[config.mk]
export PLATFORM = sky130hd
export DESIGN_NAME = prefetcher_addr_gen
export DESIGN_NICKNAME = d
export VERILOG_FILES = /design/src/rtl/prefetcher_addr_gen.sv
export SDC_FILE = /design/constraint.sdc
export NUM_CORES = 1
export LEC_CHECK = 0
export BUFFER_PORTS_ARGS = -buffer_cell sky130_fd_sc_hd__buf_4
export CAP_MARGIN = 40
export CORE_MARGIN = 2
export CORE_UTILIZATION = 45
export DETAILED_ROUTE_END_ITERATION = 12
export SYNTH_ARGS = -nofsm -noshare
export SYNTH_HDL_FRONTEND = slang
export SYNTH_SLANG_ARGS = --single-unit
[constraint.sdc]
create_clock -name clk -period 7.1 [get_ports clk]
set_clock_uncertainty 0.1 [all_clocks]
set_input_delay 1.42 -clock clk [delete_from_list [all_inputs] [get_ports clk]]
set_output_delay 1.42 -clock clk [all_outputs]
set_load 0.03 [all_outputs]
[src/rtl/prefetcher_addr_gen.sv]
// Stride prefetch address generator: trains on demand read addresses, and once a
// stride is confirmed issues block-aligned AXI AR prefetches ahead of the demand stream.
module prefetcher_addr_gen #(
  parameter int BA_ADDR_SIZE         = 64,
  parameter int LOG_BLOCK_DATA_BYTES = 6,
  parameter int LOG_QUEUE_SIZE       = 6
) (
  input  logic                      clk,
  input  logic                      resetN,
  input  logic                      reqValid,
  input  logic [BA_ADDR_SIZE-1:0]   reqAddr,
  input  logic [LOG_QUEUE_SIZE:0]   outstandingReqCnt,
  input  logic                      almostFull,
  input  logic [LOG_QUEUE_SIZE:0]   prefetchWindow,
  input  logic                      arReady,
  output logic                      arValid,
  output logic [BA_ADDR_SIZE-1:0]   arAddr,
  output logic                      qWrReq,
  output logic [BA_ADDR_SIZE-1:0]   qAddr,
  output logic                      flush,
  output logic                      armed,
  output logic [1:0]                dbg_state
);

  // AR channel: arValid/arAddr are held stable from issue until the cycle
  // arValid && arReady is sampled high; arValid drops the cycle after.
  typedef enum logic [1:0] {
    IDLE  = 2'd0,
    TRAIN = 2'd1,
    ARMED = 2'd2,
    DRAIN = 2'd3
  } state_e;

  localparam logic [BA_ADDR_SIZE-1:0] ALIGN_MASK =
    {BA_ADDR_SIZE{1'b1}} << LOG_BLOCK_DATA_BYTES;

  state_e                  state_q, state_d;
  logic [BA_ADDR_SIZE-1:0] last_addr_q, last_addr_d;
  logic [BA_ADDR_SIZE-1:0] prev_delta_q, prev_delta_d;
  logic [1:0]              conf_q, conf_d;
  logic [BA_ADDR_SIZE-1:0] next_pf_addr_q, next_pf_addr_d;
  logic                    ar_valid_q, ar_valid_d;
  logic [BA_ADDR_SIZE-1:0] ar_addr_q, ar_addr_d;
  logic                    q_wr_req_q, q_wr_req_d;
  logic [BA_ADDR_SIZE-1:0] q_addr_q, q_addr_d;
  logic                    flush_q, flush_d;

  logic [BA_ADDR_SIZE-1:0] aligned_addr;
  logic [BA_ADDR_SIZE-1:0] delta;
  logic                    is_match;
  logic                    mismatch_req;
  logic                    handshake;
  logic                    can_issue;

  always_comb begin
    aligned_addr = reqAddr & ALIGN_MASK;
    delta        = aligned_addr - last_addr_q;
    is_match     = (delta == prev_delta_q) && (delta != '0);
    mismatch_req = reqValid && !is_match;
    handshake    = ar_valid_q && arReady;
    can_issue    = !ar_valid_q && (outstandingReqCnt < prefetchWindow) && !almostFull;
  end

  always_comb begin
    state_d        = state_q;
    last_addr_d    = last_addr_q;
    prev_delta_d   = prev_delta_q;
    conf_d         = conf_q;
    next_pf_addr_d = next_pf_addr_q;
    ar_valid_d     = ar_valid_q;
    ar_addr_d      = ar_addr_q;
    q_wr_req_d     = 1'b0;
    q_addr_d       = q_addr_q;
    flush_d        = 1'b0;

    if (handshake) begin
      ar_valid_d     = 1'b0;
      q_wr_req_d     = 1'b1;
      q_addr_d       = ar_addr_q;
      next_pf_addr_d = next_pf_addr_q + prev_delta_q;
    end

    // Stride training runs in every state except IDLE, including DRAIN.
    if (reqValid && (state_q != IDLE)) begin
      last_addr_d = aligned_addr;
      if (is_match) begin
        if (conf_q != 2'd3) conf_d = conf_q + 2'd1;
      end else begin
        conf_d       = '0;
        prev_delta_d = delta;
      end
    end

    case (state_q)
      IDLE: begin
        if (reqValid) begin
          last_addr_d  = aligned_addr;
          prev_delta_d = '0;
          conf_d       = '0;
          state_d      = TRAIN;
        end
      end
      TRAIN: begin
        if (reqValid && is_match && (conf_d >= 2'd2)) begin
          state_d        = ARMED;
          next_pf_addr_d = aligned_addr + delta;
        end
      end
      ARMED: begin
        if (mismatch_req) begin
          // A pending AR must complete before the queue can be flushed.
          if (ar_valid_q) begin
            state_d = DRAIN;
          end else begin
            flush_d = 1'b1;
            state_d = TRAIN;
          end
        end else if (can_issue) begin
          ar_valid_d = 1'b1;
          ar_addr_d  = next_pf_addr_q;
        end
      end
      DRAIN: begin
        // arValid low here means the qWrReq for the last AR is out this cycle.
        if (!ar_valid_q) begin
          flush_d = 1'b1;
          state_d = TRAIN;
        end
      end
      default: state_d = IDLE;
    endcase
  end

  always_ff @(posedge clk or negedge resetN) begin
    if (!resetN) begin
      state_q        <= IDLE;
      last_addr_q    <= '0;
      prev_delta_q   <= '0;
      conf_q         <= '0;
      next_pf_addr_q <= '0;
      ar_valid_q     <= 1'b0;
      ar_addr_q      <= '0;
      q_wr_req_q     <= 1'b0;
      q_addr_q       <= '0;
      flush_q        <= 1'b0;
    end else begin
      state_q        <= state_d;
      last_addr_q    <= last_addr_d;
      prev_delta_q   <= prev_delta_d;
      conf_q         <= conf_d;
      next_pf_addr_q <= next_pf_addr_d;
      ar_valid_q     <= ar_valid_d;
      ar_addr_q      <= ar_addr_d;
      q_wr_req_q     <= q_wr_req_d;
      q_addr_q       <= q_addr_d;
      flush_q        <= flush_d;
    end
  end

  assign arValid   = ar_valid_q;
  assign arAddr    = ar_addr_q;
  assign qWrReq    = q_wr_req_q;
  assign qAddr     = q_addr_q;
  assign flush     = flush_q;
  assign armed     = (state_q == ARMED) || (state_q == DRAIN);
  assign dbg_state = state_q;

endmodule

Word level (Yosys, flattened, before mapping)
Index checks and enable logic that the tools add are counted.
{"block": "word_totals", "ff_bits": 327, "in_bits": 83}
{"block": "op_classes", "n_addsub": 4, "magnitude_cmp": 2, "eq_ne": 9, "mux": 29, "n_bitwise": 1, "reduce_logical": 17}
{"cell": "64-bit 2-to-1 mux", "count": 10}
{"cell": "64-bit adder", "count": 2}
{"cell": "64-bit equality test", "count": 1}
{"cell": "64-bit nonzero test", "count": 1}
{"cell": "64-bit subtractor", "count": 1}
{"cell": "2-bit 2-to-1 mux", "count": 10}
{"cell": "2-bit != test, second input constant", "count": 5}
{"cell": "1-bit logical AND", "count": 8}
{"cell": "2-bit case mux with 4 select lines", "count": 1}
{"cell": "7-bit < comparator", "count": 1}
{"cell": "1-bit 2-to-1 mux", "count": 7}
{"cell": "2-bit equality test, second input constant", "count": 2}
{"cell": "4-bit AND reduction", "count": 1}
{"cell": "1-bit zero test", "count": 3}
{"cell": "3-bit AND reduction", "count": 1}
{"cell": "2-bit by 1-bit adder with 2-bit output, second input constant", "count": 1}
{"cell": "2-bit by 1-bit equality test with 1-bit output, second input constant", "count": 1}
{"cell": "2-bit >= comparator, second input constant", "count": 1}
{"cell": "2-bit zero test", "count": 1}
{"cell": "1-bit case mux with 2 select lines", "count": 1}
{"cell": "2-bit nonzero test", "count": 1}
{"cell": "1-bit logical OR", "count": 1}
{"cell": "1-bit inverter", "count": 1}

Depth between registers and ports, before layout
{"block": "logic_depth", "ltp_word": 9, "depth_mapped": 26}

Worst setup path before layout
No wires, ideal clock.
{"block": "synth_path", "kind": "input port to flip-flop", "start": "input reqAddr[6]", "end": "register next_pf_addr_q[63]", "setup_time_ns": 0.135, "arrival_ns": 6.690, "t_required_ns": 6.865, "slack_ns": 0.175, "stages": 20, "n_path_buf": 0, "cell_sequence": "ha_1 or4b_4 o311ai_1 o211ai_2 a211o_1 a221oi_1 ha_1 nand2_1 o21ai_0 a21oi_1 nor4b_1 a21o_1 o41ai_1 a41oi_1 o41ai_1 a21o_1 o221a_2 a211oi_1 xnor2_1 mux2i_1"}
{"block": "synth_between", "elab_chain_len": 9}
{"element": "from (decl)", "line_no": "11", "text": "input logic [BA_ADDR_SIZE-1:0] reqAddr,"}
{"element": "parallel branches: the longest is 7 deep, another holds 64-bit subtractor"}
{"element": "64-bit 2-to-1 mux *", "line_no": "104", "text": "if (reqValid && is_match && (conf_d >= 2'd2)) begin"}
{"element": "64-bit 2-to-1 mux *", "line_no": "94", "text": "case (state_q)"}
{"element": "named net next_pf_addr_d[63]", "line_no": "41", "text": "logic [BA_ADDR_SIZE-1:0] next_pf_addr_q, next_pf_addr_d;"}
{"element": "to (signal assigned)", "line_no": "151", "text": "next_pf_addr_q <= next_pf_addr_d;"}
{"element": "to (decl)", "line_no": "41"}
Mark *: on every way through the listed nets, which the timed path passes.
A chain may end at the register's enable or synchronous reset.

Final worst setup path
{"block": "layout_path", "start": "input reqAddr[6]", "end": "register next_pf_addr_q[62]"}
Same word-level chain as after synthesis.

==> results.toml <==
[layout]
fin_util_pct = 56.0
final_nets = 3951
drive_gt1_share_pct = 18.2
syn_to_final_growth_pct = 22.6
n_antenna_cell = 0

[clocking]
cts_buffers = 41
cts_buffer_depth = 3
cts_tree = "done"
cts_max_level = 2
hold_buffers = 0
clock_latency_ns = 0.61
cts_root_buffer = "clkbuf_16"
cts_setup_buffers = 0
path_clk_slew_ns = 0.06
cts.sinks = 327

[power_and_ir_drop]
power_density_nw_per_um2 = 255
total_power_uw = 8270
peakVddDrop_v = 0.000192
leakagePower_uw = 0.0161

[timing]
slew_headroom_pct = 27.6
period_needed_ns = 6.79
setup_viol = 0
tightest_slew_ns = 1.06
period_share_pct = 95.6
finalMaxSlewViolations = 0
hold_violations = 0
rsz0062_at_grt = "false"
worst_slack_ns = 0.313
hold_ws_ns = 0.375
fmax_ghz = 0.147

[drt]
route.detailed.drc = 0
routed_wl_mm = 94.8
vias_per_cell = 5.87
vias = 26200
drt_iter0_markers = 2438
wl_per_cell_um = 21.2
antenna_left = 0
dr.pass1.iters = 9

[global_route]
track_usage_pct = 30.8
antenna_found_initial = 1
grt_pass1_vias = 24900
grt_first_pass_wirelength_mm = 145
grt-ovfl-total = 0
grt_max_degree = 123

[synthesis]
synth_seq_cells = 327
post_synth.cell_area_avg_um2 = 8.15
synthFlopType = "dfrtp_1"
ys_warn_count = 0
synth-seq-area-share_pct = 30.9
ys_types = 88
synth_edf_count = 0
syn_nets = 3524
synth_cells = 3250
netlist_area_um2 = 26500
postSynth.asyncResetShare_pct = 100

[critical_path]
path_delay_family = "compound AO/OA/AOI/OAI gates"
crit_path_start_kind = "input pin"
r2r_cells = 26
path_class = "input pin to register"
slowest_stage = "or4b_4"
cp.buffers_inverters = 4
required_ns = 7.46
reg2reg_slack_ns = 0.88
critPathMaxFanout = 5
r2r_end = "next_pf_addr_q[62]$_DFF_PN0_"
cp.arrival_ns = 7.15
slowest_delay_ns = 0.53
endpoint_kind = "register"

[placed_design]
port-buffer-count = 210
place_ws_ns = -0.277
dp_hpwl_mm = 75.4
place_congestion = 0.938

[floorplan]
rows = 88
die-area_um2 = 60800
pin_count = 217
die_x_um = 247
initial_utilization_pct = 45.7
core-area_um2 = 57900
die_h_um = 247

[worst_hold_path]
hold_path.class = "register to register"
min_to = "qAddr[24]$_DFFE_PN0P_"
min_from = "qAddr[24]$_DFFE_PN0P_"
whs_path_depth = 2

[outcome]
status = "completed"

[job]
cap_violations = 0
==> power by group <==
part,internal (uW),total [uW],leakage (uW),switching [uW]
registers,2000,2250,0.00434,252
clock network,1290,2180,0.000682,887
logic,1710,3840,0.0111,2130
total,4990,8270,0.0161,3270
==> routing by layer <==
metal  vias up  share of wire [%]  wire length (um)  track usage (%)
li1      12600                  -                 -                -
met1     12600                 47             44900             45.7
met2       924                 42             39600             45.3
met3       129                8.0              7630             5.60
met4         0                2.9              2740             9.05
met5         -                  0                 0                0
==> cell usage after synthesis, types with 13 or more instances <==
cell type  number  area, um^2
mux2_1         49         552
nor2b_1        73         457
xnor2_1       114         998
a21oi_1       286        1430
clkbuf_1      131         492
a211oi_1       45         338
nor4_1         19         119
nor3_1         59         295
xor2_1         74         648
a21o_1        116         871
inv_1         152         571
nand2b_1       29         181
a31oi_1        71         444
mux2i_1        22         220
and3_1         40         250
or3_1          13        81.3
o21a_1         26         195
ha_1          189        2360
buf_2          13        65.1
o211ai_1       27         203
nor2_1        208         781
o21ai_0       219        1100
nand2_1       456        1710
and2_1         22         138
o21bai_1       21         158
dfrtp_1       327        8180
mux2_2         22         248
nand4_1        51         319
nand3_1        87         435
o221ai_1       14         123
o31ai_1        34         255
==> layout make-up <==
cell class / count / area (um^2)
inverters: 154 / 578
clock buffers: 53 / 1140
repair buffers: 546 / 4260
fillers: 5511 / 25500
well taps: 765 / 957
multi-input cells: 2607 / 17100
flip-flops and latches: 327 / 8180
clock inverters: 17 / 250
==> stage by stage <==
stage	cells	area, um^2	setup TNS (ns)
final	4469	32400	0
after global routing	4469	32400	0
after CTS	4469	32400	0
after detailed placement	4399	31000	-1.33
after global placement	4396	31000	-0.934
after floorplan	3250	26500	0
==> worst max path at each step <==
stage                     startpoint                      endpoint  slack, ns  cells past startpoint
after CTS                 reqAddr[6]  next_pf_addr_q[62]$_DFF_PN0_       0.33                     28
after global routing      reqAddr[6]  next_pf_addr_q[62]$_DFF_PN0_       0.04                     28
after detailed placement  reqAddr[6]  next_pf_addr_q[62]$_DFF_PN0_      -0.28                     28
final                     reqAddr[6]  next_pf_addr_q[62]$_DFF_PN0_       0.31                     26
after floorplan           reqAddr[6]  next_pf_addr_q[63]$_DFF_PN0_       0.18                     20
after global placement    reqAddr[6]  next_pf_addr_q[62]$_DFF_PN0_      -0.35                     22
==> cell families after synthesis <==
| group | after synthesis | share of synthesized area, % |
|---|---|---|
| xor+xnor | 198 | 7.08 |
| compound gates | 996 | 24.1 |
| fa+ha+maj | 191 | 9.08 |
| simple gates | 1129 | 20.3 |
| flops | 327 | 30.9 |
| mux | 93 | 3.85 |
| buf+inv | 316 | 4.70 |
==> placed cells by master (no fill, tap or decap), types with 26 or more instances in the layout <==
| master | instances |
|---|---|
| buf_4 | 531 |
| nand2_1 | 455 |
| dfrtp_1 | 327 |
| a21oi_1 | 286 |
| o21ai_0 | 219 |
| nor2_1 | 208 |
| ha_1 | 188 |
| inv_1 | 152 |
| a21o_1 | 116 |
| xnor2_1 | 114 |
| nand3_1 | 87 |
| xor2_1 | 74 |
| nor2b_1 | 73 |
| a31oi_1 | 70 |
| nor3_1 | 59 |
| nand4_1 | 51 |
| mux2_1 | 49 |
| a211oi_1 | 45 |
| clkbuf_16 | 41 |
| and3_1 | 40 |
| o31ai_1 | 34 |
| nand2b_1 | 29 |
| o211ai_1 | 27 |
| o21a_1 | 26 |
==> what timing repair did <==
item                                    4_1_cts  5_1_grt
endpoints found under the setup margin        0        1
endpoints found under the hold margin         0        0
resized for setup                             0        2
==> worst reg2reg max path, stage by stage, from the launching register on <==
cell and delay (ns):
dfrtp_1 0.32, inv_1 0.05, ha_1 0.31, or4b_4 0.53, o311ai_2 0.32, buf_4 0.19, o211a_1 0.21, o211ai_1 0.21
nand4_1 0.23, nand2_1 0.09, xor2_1 0.36, inv_1 0.12, ha_1 0.35, a21o_1 0.18, a21o_1 0.17, a21o_1 0.19
a21oi_1 0.14, o21ai_0 0.13, o21ai_0 0.24, o2111ai_1 0.17, and3_1 0.22, o221ai_1 0.22, o21ai_0 0.17, a31oi_1 0.23
xnor2_1 0.18, buf_4 0.18, mux2_2 0.25
(Power assumes the default switching activity.)
